File: src/rtl/muldiv_seq_pkg.sv
// -----------------------------------------------------------------------------
// alu_pkg : shared ALU definitions for the mul/div responder.
//   - alu_ctrl operation encodings driven by the control unit
//   - FSM state encoding of muldiv_seq
//   - datapath mode selector of muldiv_step
// No ports (package).
// -----------------------------------------------------------------------------
package alu_pkg;

  localparam logic [2:0] ALU_AND = 3'b000;
  localparam logic [2:0] ALU_OR  = 3'b001;
  localparam logic [2:0] ALU_ADD = 3'b010;
  localparam logic [2:0] ALU_MUL = 3'b011;
  localparam logic [2:0] ALU_DIV = 3'b100;
  localparam logic [2:0] ALU_SUB = 3'b110;
  localparam logic [2:0] ALU_SLT = 3'b111;

  typedef enum logic [1:0] {
    ST_IDLE = 2'd0,
    ST_MUL  = 2'd1,
    ST_DIV  = 2'd2,
    ST_DONE = 2'd3
  } state_t;

  typedef enum logic {
    MODE_MUL = 1'b0,
    MODE_DIV = 1'b1
  } mode_t;

endpackage

File: src/rtl/muldiv_seq_if.sv
// -----------------------------------------------------------------------------
// muldiv_seq_if : request/response bundle between the control unit and the
// sequential multiply/divide responder.
//   master : drives start, alu_ctrl, a, b; observes the response
//   slave  : observes the request; drives busy, done, hi, lo, result, zero,
//            div_by_zero
// -----------------------------------------------------------------------------
interface muldiv_seq_if #(
  parameter int unsigned WIDTH = 32
);
  logic             start;
  logic [2:0]       alu_ctrl;
  logic [WIDTH-1:0] a;
  logic [WIDTH-1:0] b;
  logic             busy;
  logic             done;
  logic [WIDTH-1:0] hi;
  logic [WIDTH-1:0] lo;
  logic [WIDTH-1:0] result;
  logic             zero;
  logic             div_by_zero;

  modport master (
    output start, alu_ctrl, a, b,
    input  busy, done, hi, lo, result, zero, div_by_zero
  );

  modport slave (
    input  start, alu_ctrl, a, b,
    output busy, done, hi, lo, result, zero, div_by_zero
  );
endinterface

File: src/rtl/muldiv_seq_step.sv
// -----------------------------------------------------------------------------
// muldiv_step : combinational single iteration of the mul/div datapath.
//   i_mode    : MODE_MUL (shift-add) or MODE_DIV (restoring divide)
//   i_acc     : MUL - 2W-bit accumulator; DIV - partial remainder in [W:0]
//   i_bit     : MUL - current multiplier LSB; DIV - next dividend MSB
//   i_operand : MUL - multiplicand; DIV - divisor
//   o_acc     : next accumulator / partial remainder
//   o_qbit    : quotient bit produced by this divide iteration (0 for MUL)
// -----------------------------------------------------------------------------
module muldiv_step
  import alu_pkg::*;
#(
  parameter int unsigned WIDTH = 32
) (
  input  mode_t                i_mode,
  input  logic [2*WIDTH-1:0]   i_acc,
  input  logic                 i_bit,
  input  logic [WIDTH-1:0]     i_operand,
  output logic [2*WIDTH-1:0]   o_acc,
  output logic                 o_qbit
);

  logic [WIDTH:0]   w_sum;
  logic [WIDTH:0]   w_shift;
  logic [WIDTH+1:0] w_diff;

  always_comb begin
    // Upper half plus multiplicand, with the carry kept in bit W.
    w_sum   = {1'b0, i_acc[2*WIDTH-1:WIDTH]} + {1'b0, i_operand};
    // Remainder always stays below the divisor, so its low W bits suffice.
    w_shift = {i_acc[WIDTH-1:0], i_bit};
    // One extra bit so the sign of the trial subtraction is explicit.
    w_diff  = {1'b0, w_shift} - {2'b00, i_operand};

    o_acc  = '0;
    o_qbit = 1'b0;
    if (i_mode == MODE_MUL) begin
      if (i_bit) begin
        o_acc = {w_sum, i_acc[WIDTH-1:1]};
      end else begin
        o_acc = {1'b0, i_acc[2*WIDTH-1:WIDTH], i_acc[WIDTH-1:1]};
      end
    end else begin
      o_qbit = ~w_diff[WIDTH+1];
      if (o_qbit) begin
        o_acc = {{(WIDTH-1){1'b0}}, w_diff[WIDTH:0]};
      end else begin
        o_acc = {{(WIDTH-1){1'b0}}, w_shift};
      end
    end
  end

endmodule

File: src/rtl/muldiv_seq.sv
// -----------------------------------------------------------------------------
// muldiv_seq : sequential unsigned multiply / divide responder.
//   clk   : rising-edge clock
//   rst_n : synchronous active-low reset
//   bus   : muldiv_seq_if.slave
//           start/alu_ctrl/a/b request; busy, done (1-cycle pulse),
//           hi/lo (product or remainder/quotient), result (= lo),
//           zero (lo == 0), div_by_zero
// MUL/DIV iterate WIDTH cycles; a divide by zero completes on the next edge.
// -----------------------------------------------------------------------------
module muldiv_seq
  import alu_pkg::*;
#(
  parameter int unsigned WIDTH = 32
) (
  input  logic        clk,
  input  logic        rst_n,
  muldiv_seq_if.slave bus
);

  localparam int unsigned CW = $clog2(WIDTH) + 1;

  state_t             r_state;
  state_t             w_next_state;

  logic [2*WIDTH-1:0] r_acc;      // accumulator / partial remainder
  logic [WIDTH-1:0]   r_mq;       // shifting multiplier / dividend->quotient
  logic [WIDTH-1:0]   r_op;       // multiplicand / divisor
  logic [CW-1:0]      r_cnt;
  logic [WIDTH-1:0]   r_hi;
  logic [WIDTH-1:0]   r_lo;
  logic               r_zero;
  logic               r_dbz;

  logic               w_is_mul;
  logic               w_is_div;
  logic               w_accept;
  logic               w_div0;
  logic               w_iter;
  logic               w_last;
  mode_t              w_mode;
  logic               w_bit;
  logic [2*WIDTH-1:0] w_acc_nxt;
  logic               w_qbit;
  logic [WIDTH-1:0]   w_mq_nxt;

  always_comb begin
    w_is_mul = (bus.alu_ctrl == ALU_MUL);
    w_is_div = (bus.alu_ctrl == ALU_DIV);
    w_accept = bus.start && (w_is_mul || w_is_div) &&
               ((r_state == ST_IDLE) || (r_state == ST_DONE));
    w_div0   = w_is_div && (bus.b == '0);
    w_iter   = (r_state == ST_MUL) || (r_state == ST_DIV);
    w_last   = w_iter && (r_cnt == CW'(WIDTH - 1));
    w_mode   = (r_state == ST_DIV) ? MODE_DIV : MODE_MUL;
    w_bit    = (r_state == ST_DIV) ? r_mq[WIDTH-1] : r_mq[0];
  end

  muldiv_step #(
    .WIDTH (WIDTH)
  ) u_step (
    .i_mode    (w_mode),
    .i_acc     (r_acc),
    .i_bit     (w_bit),
    .i_operand (r_op),
    .o_acc     (w_acc_nxt),
    .o_qbit    (w_qbit)
  );

  always_comb begin
    if (r_state == ST_DIV) begin
      w_mq_nxt = {r_mq[WIDTH-2:0], w_qbit};
    end else begin
      w_mq_nxt = r_mq >> 1;
    end
  end

  // State register
  always_ff @(posedge clk) begin
    if (!rst_n) begin
      r_state <= ST_IDLE;
    end else begin
      r_state <= w_next_state;
    end
  end

  // Next-state logic
  always_comb begin
    w_next_state = r_state;
    case (r_state)
      ST_IDLE, ST_DONE: begin
        if (w_accept) begin
          if (w_div0) begin
            w_next_state = ST_DONE;
          end else if (w_is_mul) begin
            w_next_state = ST_MUL;
          end else begin
            w_next_state = ST_DIV;
          end
        end else begin
          w_next_state = ST_IDLE;
        end
      end
      ST_MUL, ST_DIV: begin
        if (w_last) begin
          w_next_state = ST_DONE;
        end
      end
      default: w_next_state = ST_IDLE;
    endcase
  end

  // Output logic
  always_comb begin
    bus.busy        = (r_state == ST_MUL) || (r_state == ST_DIV);
    bus.done        = (r_state == ST_DONE);
    bus.hi          = r_hi;
    bus.lo          = r_lo;
    bus.result      = r_lo;
    bus.zero        = r_zero;
    bus.div_by_zero = r_dbz;
  end

  // Datapath: working registers iterate; hi/lo only load on completion.
  always_ff @(posedge clk) begin
    if (!rst_n) begin
      r_acc  <= '0;
      r_mq   <= '0;
      r_op   <= '0;
      r_cnt  <= '0;
      r_hi   <= '0;
      r_lo   <= '0;
      r_zero <= 1'b0;
      r_dbz  <= 1'b0;
    end else if (w_accept) begin
      r_acc <= '0;
      r_cnt <= '0;
      r_dbz <= 1'b0;
      if (w_is_mul) begin
        r_mq <= bus.b;
        r_op <= bus.a;
      end else begin
        r_mq <= bus.a;
        r_op <= bus.b;
      end
      if (w_div0) begin
        r_hi   <= bus.a;
        r_lo   <= '1;
        r_zero <= 1'b0;
        r_dbz  <= 1'b1;
      end
    end else if (w_iter) begin
      r_acc <= w_acc_nxt;
      r_mq  <= w_mq_nxt;
      if (w_last) begin
        if (r_state == ST_MUL) begin
          r_hi   <= w_acc_nxt[2*WIDTH-1:WIDTH];
          r_lo   <= w_acc_nxt[WIDTH-1:0];
          r_zero <= (w_acc_nxt[WIDTH-1:0] == '0);
        end else begin
          r_hi   <= w_acc_nxt[WIDTH-1:0];
          r_lo   <= w_mq_nxt;
          r_zero <= (w_mq_nxt == '0);
        end
      end else begin
        r_cnt <= r_cnt + 1'b1;
      end
    end
  end

endmodule

File: src/flat_wrapper.sv
// flat-port wrapper written by rule: the top's interface ports become plain ports
module muldiv_seq_flat import alu_pkg::*;
#(
  parameter int unsigned WIDTH = 32
)
  (clk, rst_n, bus_start, bus_alu_ctrl, bus_a, bus_b, bus_busy, bus_done, bus_hi, bus_lo, bus_result, bus_zero, bus_div_by_zero);
  muldiv_seq_if #(.WIDTH(WIDTH)) bus_i ();
  input  logic clk;
  input  logic rst_n;
  input wire logic [$bits(bus_i.start)-1:0] bus_start;
  input wire logic [$bits(bus_i.alu_ctrl)-1:0] bus_alu_ctrl;
  input wire logic [$bits(bus_i.a)-1:0] bus_a;
  input wire logic [$bits(bus_i.b)-1:0] bus_b;
  output wire logic [$bits(bus_i.busy)-1:0] bus_busy;
  output wire logic [$bits(bus_i.done)-1:0] bus_done;
  output wire logic [$bits(bus_i.hi)-1:0] bus_hi;
  output wire logic [$bits(bus_i.lo)-1:0] bus_lo;
  output wire logic [$bits(bus_i.result)-1:0] bus_result;
  output wire logic [$bits(bus_i.zero)-1:0] bus_zero;
  output wire logic [$bits(bus_i.div_by_zero)-1:0] bus_div_by_zero;
  assign bus_i.start = bus_start;
  assign bus_i.alu_ctrl = bus_alu_ctrl;
  assign bus_i.a = bus_a;
  assign bus_i.b = bus_b;
  assign bus_busy = bus_i.busy;
  assign bus_done = bus_i.done;
  assign bus_hi = bus_i.hi;
  assign bus_lo = bus_i.lo;
  assign bus_result = bus_i.result;
  assign bus_zero = bus_i.zero;
  assign bus_div_by_zero = bus_i.div_by_zero;
  muldiv_seq #(.WIDTH(WIDTH)) u_core (.clk(clk), .rst_n(rst_n), .bus(bus_i));
endmodule
File: config.mk
export PLATFORM = sky130hd
export DESIGN_NAME = muldiv_seq_flat
export DESIGN_NICKNAME = d
export VERILOG_FILES = /design/src/rtl/muldiv_seq_pkg.sv /design/src/rtl/muldiv_seq_if.sv /design/src/rtl/muldiv_seq_step.sv /design/src/rtl/muldiv_seq.sv /design/src/flat_wrapper.sv
export SDC_FILE = /design/constraint.sdc
export NUM_CORES = 1
export LEC_CHECK = 0
export BUFFER_PORTS_ARGS = -buffer_cell sky130_fd_sc_hd__buf_2
export CAP_MARGIN = 0
export CORE_ASPECT_RATIO = 2
export CORE_MARGIN = 4
export CORE_UTILIZATION = 60
export CTS_BUF_LIST = sky130_fd_sc_hd__clkbuf_16
export CTS_CLUSTER_SIZE = 12
export DETAILED_ROUTE_END_ITERATION = 7
export GPL_TIMING_DRIVEN = 0
export PLACE_DENSITY = 0.82
export SYNTH_ARGS = -nofsm -noshare
export SYNTH_HDL_FRONTEND = slang
export SYNTH_SLANG_ARGS = --single-unit
File: constraint.sdc
create_clock -name clk -period 5.2 [get_ports clk]
set_input_delay 0.52 -clock clk [delete_from_list [all_inputs] [get_ports clk]]
set_output_delay 0.52 -clock clk [all_outputs]
set_load 0.03 [all_outputs]
==> impl_results.md, run 1 <==
* CTS root buf: clkbuf_16
* Detailed Place HPWL at 51490 um
* Register area share after synthesis at 28.39%
* Main combinational cell family by area after synthesis: compound AO/OA/AOI/OAI gates
* CTS sink cnt at 202
* # rows at 79
* Post-synthesis async set-or-reset flop share at 0%
* Ys flop type: dfxtp_1
* Die height at 225.9 um
* Cts hold-fix bufs at 0
* Status: stopped before the end
* Vias in the first global route at 17120
* GP Congestion at 1.065
* Yosys warning count at 0
* Mapped cell area at 0.01424 sq mm
* Err: [ERROR GRT-0116] Global routing finished with congestion. Check the congestion regions in the DRC Viewer.
* Chip width at 117.0 um
* Synthesis-stage register bit count at 202
* IO Count at 170
* Clock tree buffer depth at 3
* Synth top area cells: dfxtp_1, a21oi_1, mux2i_1
* CTS Buf Count at 20
* Synth Area in Adders at 6.254%
* Post-synth top area share at 28.39%
* Port Buf Inserts at 168
* Post-synth top area cell: dfxtp_1
* Gr usage total at 51.89%
* Library cells used by synthesis at 83
* Max H-tree Level at 1
* Pre-CTS setup slack at -2.072 ns
* Simple-Gate Fraction of Synth Area at 20.75%
* Synth Area in XOR/XNOR at 3.013%
* Synthesized Nets at 2046
* Post-synthesis compound-gate area fraction at 28.21%
* First-pass GRT wire length at 101800 um
* Post-synthesis mux area share at 6.834%
* Mapped Cells at 1906
* Synthesized area per cell at 7.474 sq um
* Post-synth EDFFs at 0
* Starting density of the core at 61.07%
* Grt ovf at 3
* Halt Stage: 5_1_grt
* Largest net degree at the start of global routing at 13
[through the flow]
step	cell area, sq um	instances	hold WS [ns]
after detailed placement	15440	2357	0.4746
after global placement	15440	2357	0.4617
after CTS	16080	2381	0.2792
after floorplan	14240	1906	0.4493
[per-layer routing]
layer	GRT overflow	global-route usage [%]
met2	1	78.37
met5	0	3.922
met3	0	22.04
met1	0	51.63
met4	2	49.44
[logic make-up after synthesis]
logic type	after synthesis
AO/OA/AOI/OAI	646
AND/OR/NAND/NOR	635
multiplexers	95
flip-flops	202
buffers and inverters	209
adder cells (fa/ha/maj)	70
XOR/XNOR	49
[cells in the mapped netlist (all sizes together) (5+ instances only)]
cell       n
nand4     16
a21oi    240
mux2i     86
clkbuf    93
and3      19
nand3     42
dfxtp    202
inv       47
nor4      18
o221a      7
a221oi    12
o211ai    13
o21a      19
nor3      47
or3       17
and4       6
a31oi     31
xor2      21
o22ai     23
o2bb2ai    5
mux2       8
or4        5
ha        68
nand2    186
nand2b    16
a211oi    24
xnor2     28
a21boi     5
o21bai     8
nor2b     16
a22oi     30
o31ai      9
and2      23
nor2     207
a21o      36
o21ai    145
buf       66
[timing repair]
action / CTS
hold endpoints to repair: 0
endpoints found under the setup margin: 99
pin swaps: 3
buffers inserted: 2
resized for setup: 24
==> run 2: changes to the inputs <==
--- a/config.mk
+++ b/config.mk
@@ -7,14 +7,11 @@
 export LEC_CHECK = 0
 export BUFFER_PORTS_ARGS = -buffer_cell sky130_fd_sc_hd__buf_2
 export CAP_MARGIN = 0
-export CORE_ASPECT_RATIO = 2
 export CORE_MARGIN = 4
-export CORE_UTILIZATION = 60
-export CTS_BUF_LIST = sky130_fd_sc_hd__clkbuf_16
-export CTS_CLUSTER_SIZE = 12
+export CORE_UTILIZATION = 40
 export DETAILED_ROUTE_END_ITERATION = 7
 export GPL_TIMING_DRIVEN = 0
-export PLACE_DENSITY = 0.82
+export PLACE_DENSITY_LB_ADDON = 0.15
 export SYNTH_ARGS = -nofsm -noshare
 export SYNTH_HDL_FRONTEND = slang
 export SYNTH_SLANG_ARGS = --single-unit
==> impl_results.md, run 2 <==
* Status: completed
* Post-synth top area cell: dfxtp_1
* Most common cell in the synthesized netlist: a21oi_1
* TritonCTS clock tree: built
* Initial antenna violation count at 1
* Post-synth EDFFs at 0
* Cts hold-fix bufs at 0
* Grt ovf at 0
* Final period util at 98.01%
* Worst EP required at 5.66 ns
* Max-cap violations at 0
* Starting density of the core at 40.94%
* CP peak stage delay at 0.57 ns
* Synth top area cells: dfxtp_1, a21oi_1, mux2i_1
* Max Slew Vio Count at 0
* Post-synthesis mux area share at 6.834%
* # rows at 68
* Synthesized area per cell at 7.474 sq um
* Reg-to-reg endpoint: u_core.bus.hi[3]$_SDFFE_PN0P_
* # nets final at 2243
* Port Buf Inserts at 168
* Vias at 16310
* FF-to-FF setup slack at 0.10 ns
* Largest Register: u_core.r_acc
* CP endpoint kind: flip-flop
* Worst r2r src: u_core.r_state[0]$_SDFFE_PN0N_
* Post-synthesis async set-or-reset flop share at 0%
* Sw frac at 31.28%
* CP Data Arrival Time at 5.55 ns
* First-pass GRT wire length at 96230 um
* Setup ws final at 0.1035 ns
* Max H-tree Level at 1
* Clock skew at 0.01159 ns
* Die height at 196.7 um
* Clock power share at 41.8%
* Minimum clock period at 5.097 ns
* DR pass1 iterations at 6
* Fmax at 196.2 MHz
* Register area share after synthesis at 28.39%
* Drt wl/cell at 25.92 um
* Main combinational cell family by area after synthesis: compound AO/OA/AOI/OAI gates
* CTS root buf: clkbuf_16
* Max reg flops at 64
* Detailed Place HPWL at 52480 um
* Post-DRT Antenna Nets at 0
* Ys flop type: dfxtp_1
* Clock Latency Late Sink at 0.53 ns
* Clock tree buffer depth at 3
* Synth Area in Adders at 6.254%
* CP Class: reg2reg
* R2R depth at 20
* Relative slew slack at 10.48%
* Combinational Power Share at 19.4%
* Die Area at 0.03869 sq mm
* DRT iter0 DRCs at 2138
* Yosys warning count at 0
* Simple-Gate Fraction of Synth Area at 20.75%
* Most frequent cells in the layout: a21oi_1, nor2_1, dfxtp_1, nand2_1, buf_2
* GP Congestion at 1.039
* Critical path cell sequence: inv_1, ha_4, buf_2, buf_4, buf_4, a21oi_2, ha_1, nor2b_1, o31a_1, a21oi_4, o21ai_2, o211a_1, buf_6, nor2_4, buf_2, nand2_1, a31oi_1, mux2i_1, o21a_1, o21ai_0
* Total power at 4.153 mW
* Synthesis-stage register bit count at 202
* Synthesized Nets at 2046
* Slew @ Worst Pin at 1.333 ns
* Clock transition at path regs at 0.06 ns
* Mapped cell area at 0.01424 sq mm
* Largest net degree at the start of global routing at 13
* Synth Area in XOR/XNOR at 3.013%
* Crit-path max FO at 10
* Setup crit start kind: flip-flop
* Pre-CTS setup slack at -2.017 ns
* P_leak at 6.711 nW
* CTS sink cnt at 202
* Post-synth top area share at 28.39%
* Final count of hold timing violations at 0
* Vias in the first global route at 14850
* Share of post-route cells with drive strength above 1 at 15.30%
* Hold path startpoint: bus_a[29]
* Post-synth top cells: a21oi_1, nor2_1, dfxtp_1, nand2_1, o21ai_0
* Chip width at 196.7 um
* IO Count at 170
* Vias per cell at 6.337
* Gr usage total at 32.53%
* Area growth, synth to finish at 16.51%
* Seq pwr share at 38.8%
* Int Power at 2.854 mW
* Most common cell after layout, fill and taps aside: a21oi_1
* Final setup fails at 0
* Psw at 1.299 mW
* Crit-path slowest cell: a31oi_1
* CTS Buf Count at 23
* WHS at 0.2921 ns
* Core area at 0.03480 sq mm
* Post-synthesis compound-gate area fraction at 28.21%
* Peak supply drop at 0.2063 mV
* Hold Path Cell Cnt at 3
* Power density cells at 250.2 mW/mm^2
* HP Class: in2reg
* Number of remaining DRC errors at 0
* RSZ-0062 raised after global routing: false
* WHS Endpoint: u_core.r_op[29]$_SDFFE_PN0P_
* Library cells used by synthesis at 83
* Mapped Cells at 1906
* Total Routed Length at 66720 um
## run 2: area by class of cell
class	count	area [sq um]
repair buffers	174	885.9
well taps	455	569.3
flip-flops and latches	202	4044
clock buffers	30	641.9
diodes	2	5.005
fillers	3566	18200
plain buffers	157	749.5
multi-input cells	1495	9390
clock inverters	9	123.9
inverters	50	187.7
## run 2: timing repair
item,4_1_cts,5_1_grt
gates resized for setup,21,13
pin swaps,1,5
setup buffers,1,5
setup endpoints to repair,99,31
## run 2: logic make-up (layout without fill, tap and decap cells)
family                     Yosys count  in the layout
DFF                                202            202
xor gates and xnor gates            49             49
adders and majority gates           70             70
buffers and inverters              209            420
other                                0              2
muxes                               95             95
AOI/OAI and AO/OA                  646            646
and+or+nand+nor                    635            635
## run 2: how the worst max path moves through the flow
stage                                    from                       endpoint  cells past startpoint
4_1_cts        u_core.r_state[0]$_SDFFE_PN0N_  u_core.bus.hi[7]$_SDFFE_PN0P_                     20
3_5_place_dp   u_core.r_state[0]$_SDFFE_PN0N_   u_core.bus.zero$_SDFFE_PN0P_                     20
3_3_place_gp   u_core.r_state[0]$_SDFFE_PN0N_   u_core.bus.zero$_SDFFE_PN0P_                     20
2_1_floorplan  u_core.r_state[0]$_SDFFE_PN0N_   u_core.bus.zero$_SDFFE_PN0P_                     20
6_report       u_core.r_state[0]$_SDFFE_PN0N_  u_core.bus.hi[3]$_SDFFE_PN0P_                     20
5_1_grt        u_core.r_state[0]$_SDFFE_PN0N_  u_core.bus.hi[0]$_SDFFE_PN0P_                     18
## run 2: worst max-delay path, delay by kind of cell (launching register included)
family	cells	cell delay, ns
flops	1	0.39
fa+ha+maj	2	0.54
simple gates	3	0.43
compound gates	8	2.20
buf+inv	6	1.24
mux	1	0.18
## run 2: per-stage QoR
stage               cell area [sq um]  util, %  setup TNS, ns  instances
floorplan                       14240        -              0       1906
global placement                15660    44.99        -105.21       2529
detailed placement              15660    44.99        -105.37       2529
CTS                             16510    47.44              0       2568
global route                    16590    47.68              0       2572
finish                          16600    47.70              0       2574
## run 2: layer usage
layer,vias up,global-route usage [%],part of all wire (%)
met2,1012,49.01,42
met1,7836,46.88,42
met4,0,12.12,4.9
met5,-,0,0
li1,7289,-,-
met3,175,5.316,10
## run 2: power groups by stage
| stage | registers, mW | logic (mW) | clock network [mW] |
|---|---|---|---|
| final | 1.61 | 0.808 | 1.73 |
| after global routing | 1.61 | 0.856 | 1.77 |
| after CTS | 1.61 | 0.765 | 1.72 |
| after detailed placement | 1.64 | 0.752 | 0 |
| after global placement | 1.64 | 0.751 | 0 |
| after floorplan | 1.62 | 0.496 | 0 |
(Power assumes the default switching activity.)
==> run 3: changes to the inputs <==
--- a/config.mk
+++ b/config.mk
@@ -7,11 +7,11 @@
 export LEC_CHECK = 0
 export BUFFER_PORTS_ARGS = -buffer_cell sky130_fd_sc_hd__buf_2
 export CAP_MARGIN = 0
+export CORE_ASPECT_RATIO = 0.8
 export CORE_MARGIN = 4
 export CORE_UTILIZATION = 40
 export DETAILED_ROUTE_END_ITERATION = 7
 export GPL_TIMING_DRIVEN = 0
-export PLACE_DENSITY_LB_ADDON = 0.15
 export SYNTH_ARGS = -nofsm -noshare
 export SYNTH_HDL_FRONTEND = slang
 export SYNTH_SLANG_ARGS = --single-unit
==> impl_results.md, run 3 (synthesis gave the netlist of run 2 again) <==
* Status: completed
* Met1 Track Usage GR at 48.66%
* Max reg flops at 64
* Clock tree buffer depth at 3
* TritonCTS clock tree: built
* Drt wl/cell at 25.95 um
* DR pass1 iterations at 6
* Minimum clock period at 5.080 ns
* First-pass GRT wire length at 96770 um
* Core area at 0.03496 sq mm
* Post-DRT Antenna Nets at 0
* Die height at 176.8 um
* Peak supply drop at 0.2083 mV
* Largest net degree at the start of global routing at 14
* Worst EP required at 5.67 ns
* Largest Register: u_core.r_acc
* Relative slew slack at 12.54%
* Fmax at 196.9 MHz
* Number of remaining DRC errors at 0
* CP endpoint kind: flip-flop
* Final period util at 97.69%
* WHS at 0.2739 ns
* Slew @ Worst Pin at 1.302 ns
* Grt ovf at 0
* DRT iter0 DRCs at 2390
* CTS sink cnt at 202
* Starting density of the core at 40.75%
* Setup crit start kind: flip-flop
* Vias at 16180
* Crit-path max FO at 10
* Final count of hold timing violations at 0
* Max Slew Vio Count at 0
* Power density cells at 256.2 mW/mm^2
* Gr usage total at 33.26%
* R2R depth at 20
* Most common cell after layout, fill and taps aside: a21oi_1
* IO Count at 170
* Max H-tree Level at 1
* Total Routed Length at 67090 um
* Cts hold-fix bufs at 0
* Final setup TNS at 0 ns
* # nets final at 2239
* Reg-to-reg endpoint: u_core.bus.hi[14]$_SDFFE_PN0P_
* Port Buf Inserts at 168
* FF-to-FF setup slack at 0.12 ns
* Critical Path Start: u_core.r_state[0]$_SDFFE_PN0N_
* # rows at 61
* RSZ-0062 raised after global routing: false
* CTS root buf: clkbuf_16
* Area growth, synth to finish at 17.12%
* Detailed Place HPWL at 53300 um
* Chip width at 219.0 um
* Clock transition at path regs at 0.07 ns
* GP Congestion at 1.003
* CP Data Arrival Time at 5.55 ns
* Clock skew at 0.01447 ns
* Share of post-route cells with drive strength above 1 at 15.38%
* Vias per cell at 6.258
* GRT Max-Usage Layer: met1
* Setup crit end: u_core.bus.hi[14]$_SDFFE_PN0P_
* Pre-CTS setup slack at -2.126 ns
* Vias in the first global route at 14940
* CP Class: reg2reg
* # diodes at 0
* GR met2 Demand/Resource at 46.02%
* Initial antenna violation count at 0
* Max-cap violations at 0
* Clock Latency Late Sink at 0.55 ns
* Worst r2r src: u_core.r_state[0]$_SDFFE_PN0N_
* HP Class: in2reg
* Final setup fails at 0
* Setup ws final at 0.1201 ns
* P_leak at 6.714 nW
* Grt met3 use at 9.439%
* CTS Buf Count at 22
* Most frequent cells in the layout: a21oi_1, nor2_1, dfxtp_1, nand2_1, buf_2
* Die Area at 0.03871 sq mm
## run 3: changes by cell type in the layout (fill, tap and decap cells not counted), sizes merged
cell	change
buf	-4
bufinv	+2
clkbuf	+1
clkinv	-4
clkinvlp	+2
diode	-2
inv	-1
## run 3: where the power goes
group | total (mW) | leakage, nW | switching [mW] | internal, mW
registers | 1.61 | 1.63 | 0.0404 | 1.57
clock network | 1.85 | 0.397 | 0.728 | 1.12
logic | 0.813 | 4.69 | 0.547 | 0.266
total | 4.27 | 6.71 | 1.32 | 2.96
## run 3: per-layer routing
| layer | vias up | routed length (um) |
|---|---|---|
| met5 | - | 0 |
| met4 | 0 | 3022 |
| met3 | 169 | 8612 |
| met2 | 1033 | 26330 |
| met1 | 7694 | 29130 |
| li1 | 7282 | - |
## run 3: worst min path at each step
| stage | from | end | slack (ns) | cells after the start |
|---|---|---|---|---|
| 2_1_floorplan | u_core.r_op[11]$_SDFFE_PN0P_ | u_core.r_op[11]$_SDFFE_PN0P_ | 0.45 | 2 |
| 3_3_place_gp | u_core.bus.div_by_zero$_SDFFE_PN0P_ | u_core.bus.div_by_zero$_SDFFE_PN0P_ | 0.44 | 2 |
| 3_5_place_dp | u_core.bus.div_by_zero$_SDFFE_PN0P_ | u_core.bus.div_by_zero$_SDFFE_PN0P_ | 0.44 | 2 |
| 4_1_cts | bus_a[29] | u_core.r_op[29]$_SDFFE_PN0P_ | 0.25 | 3 |
| 5_1_grt | bus_a[29] | u_core.r_op[29]$_SDFFE_PN0P_ | 0.29 | 3 |
| 6_report | bus_a[29] | u_core.r_op[29]$_SDFFE_PN0P_ | 0.27 | 3 |
## run 3: per-stage QoR
step | power (mW) | cell area (sq um) | utilization, % | cells
after floorplan | 2.118 | 14240 | - | 1906
after global placement | 2.396 | 15680 | 44.85 | 2546
after detailed placement | 2.401 | 15680 | 44.85 | 2546
after CTS | 4.227 | 16600 | 47.48 | 2585
after global routing | 4.382 | 16680 | 47.73 | 2585
final | 4.274 | 16680 | 47.73 | 2585
## run 3: worst max-delay path, cell delays in order, from the launching register on
cell,delay (ns)
dfxtp_1,0.39
inv_1,0.10
ha_4,0.23
clkbuf_4,0.22
buf_6,0.19
buf_6,0.18
a21oi_2,0.30
ha_1,0.34
nor2b_1,0.11
o31a_1,0.34
a21oi_4,0.29
o21ai_2,0.13
o211a_1,0.23
buf_6,0.16
nor2_4,0.26
buf_2,0.31
nand2_1,0.08
a31oi_1,0.57
mux2_2,0.33
nand2_1,0.06
a21oi_1,0.15
## run 3: final cells by class
cell class | instances | area [sq um]
timing repair buffer | 171 | 863.3
sequential | 202 | 4044
fill | 3646 | 18270
buffer | 157 | 759.5
multi-input combinational | 1495 | 9417
tap | 472 | 590.6
inverter | 50 | 187.7
clock inverter | 8 | 170.2
clock buffer | 30 | 651.9
## run 3: timing repair
item                       CTS  global route
setup endpoints to repair   99            60
buffers inserted             2             1
resized for setup           22            19
pin swaps                    2             1
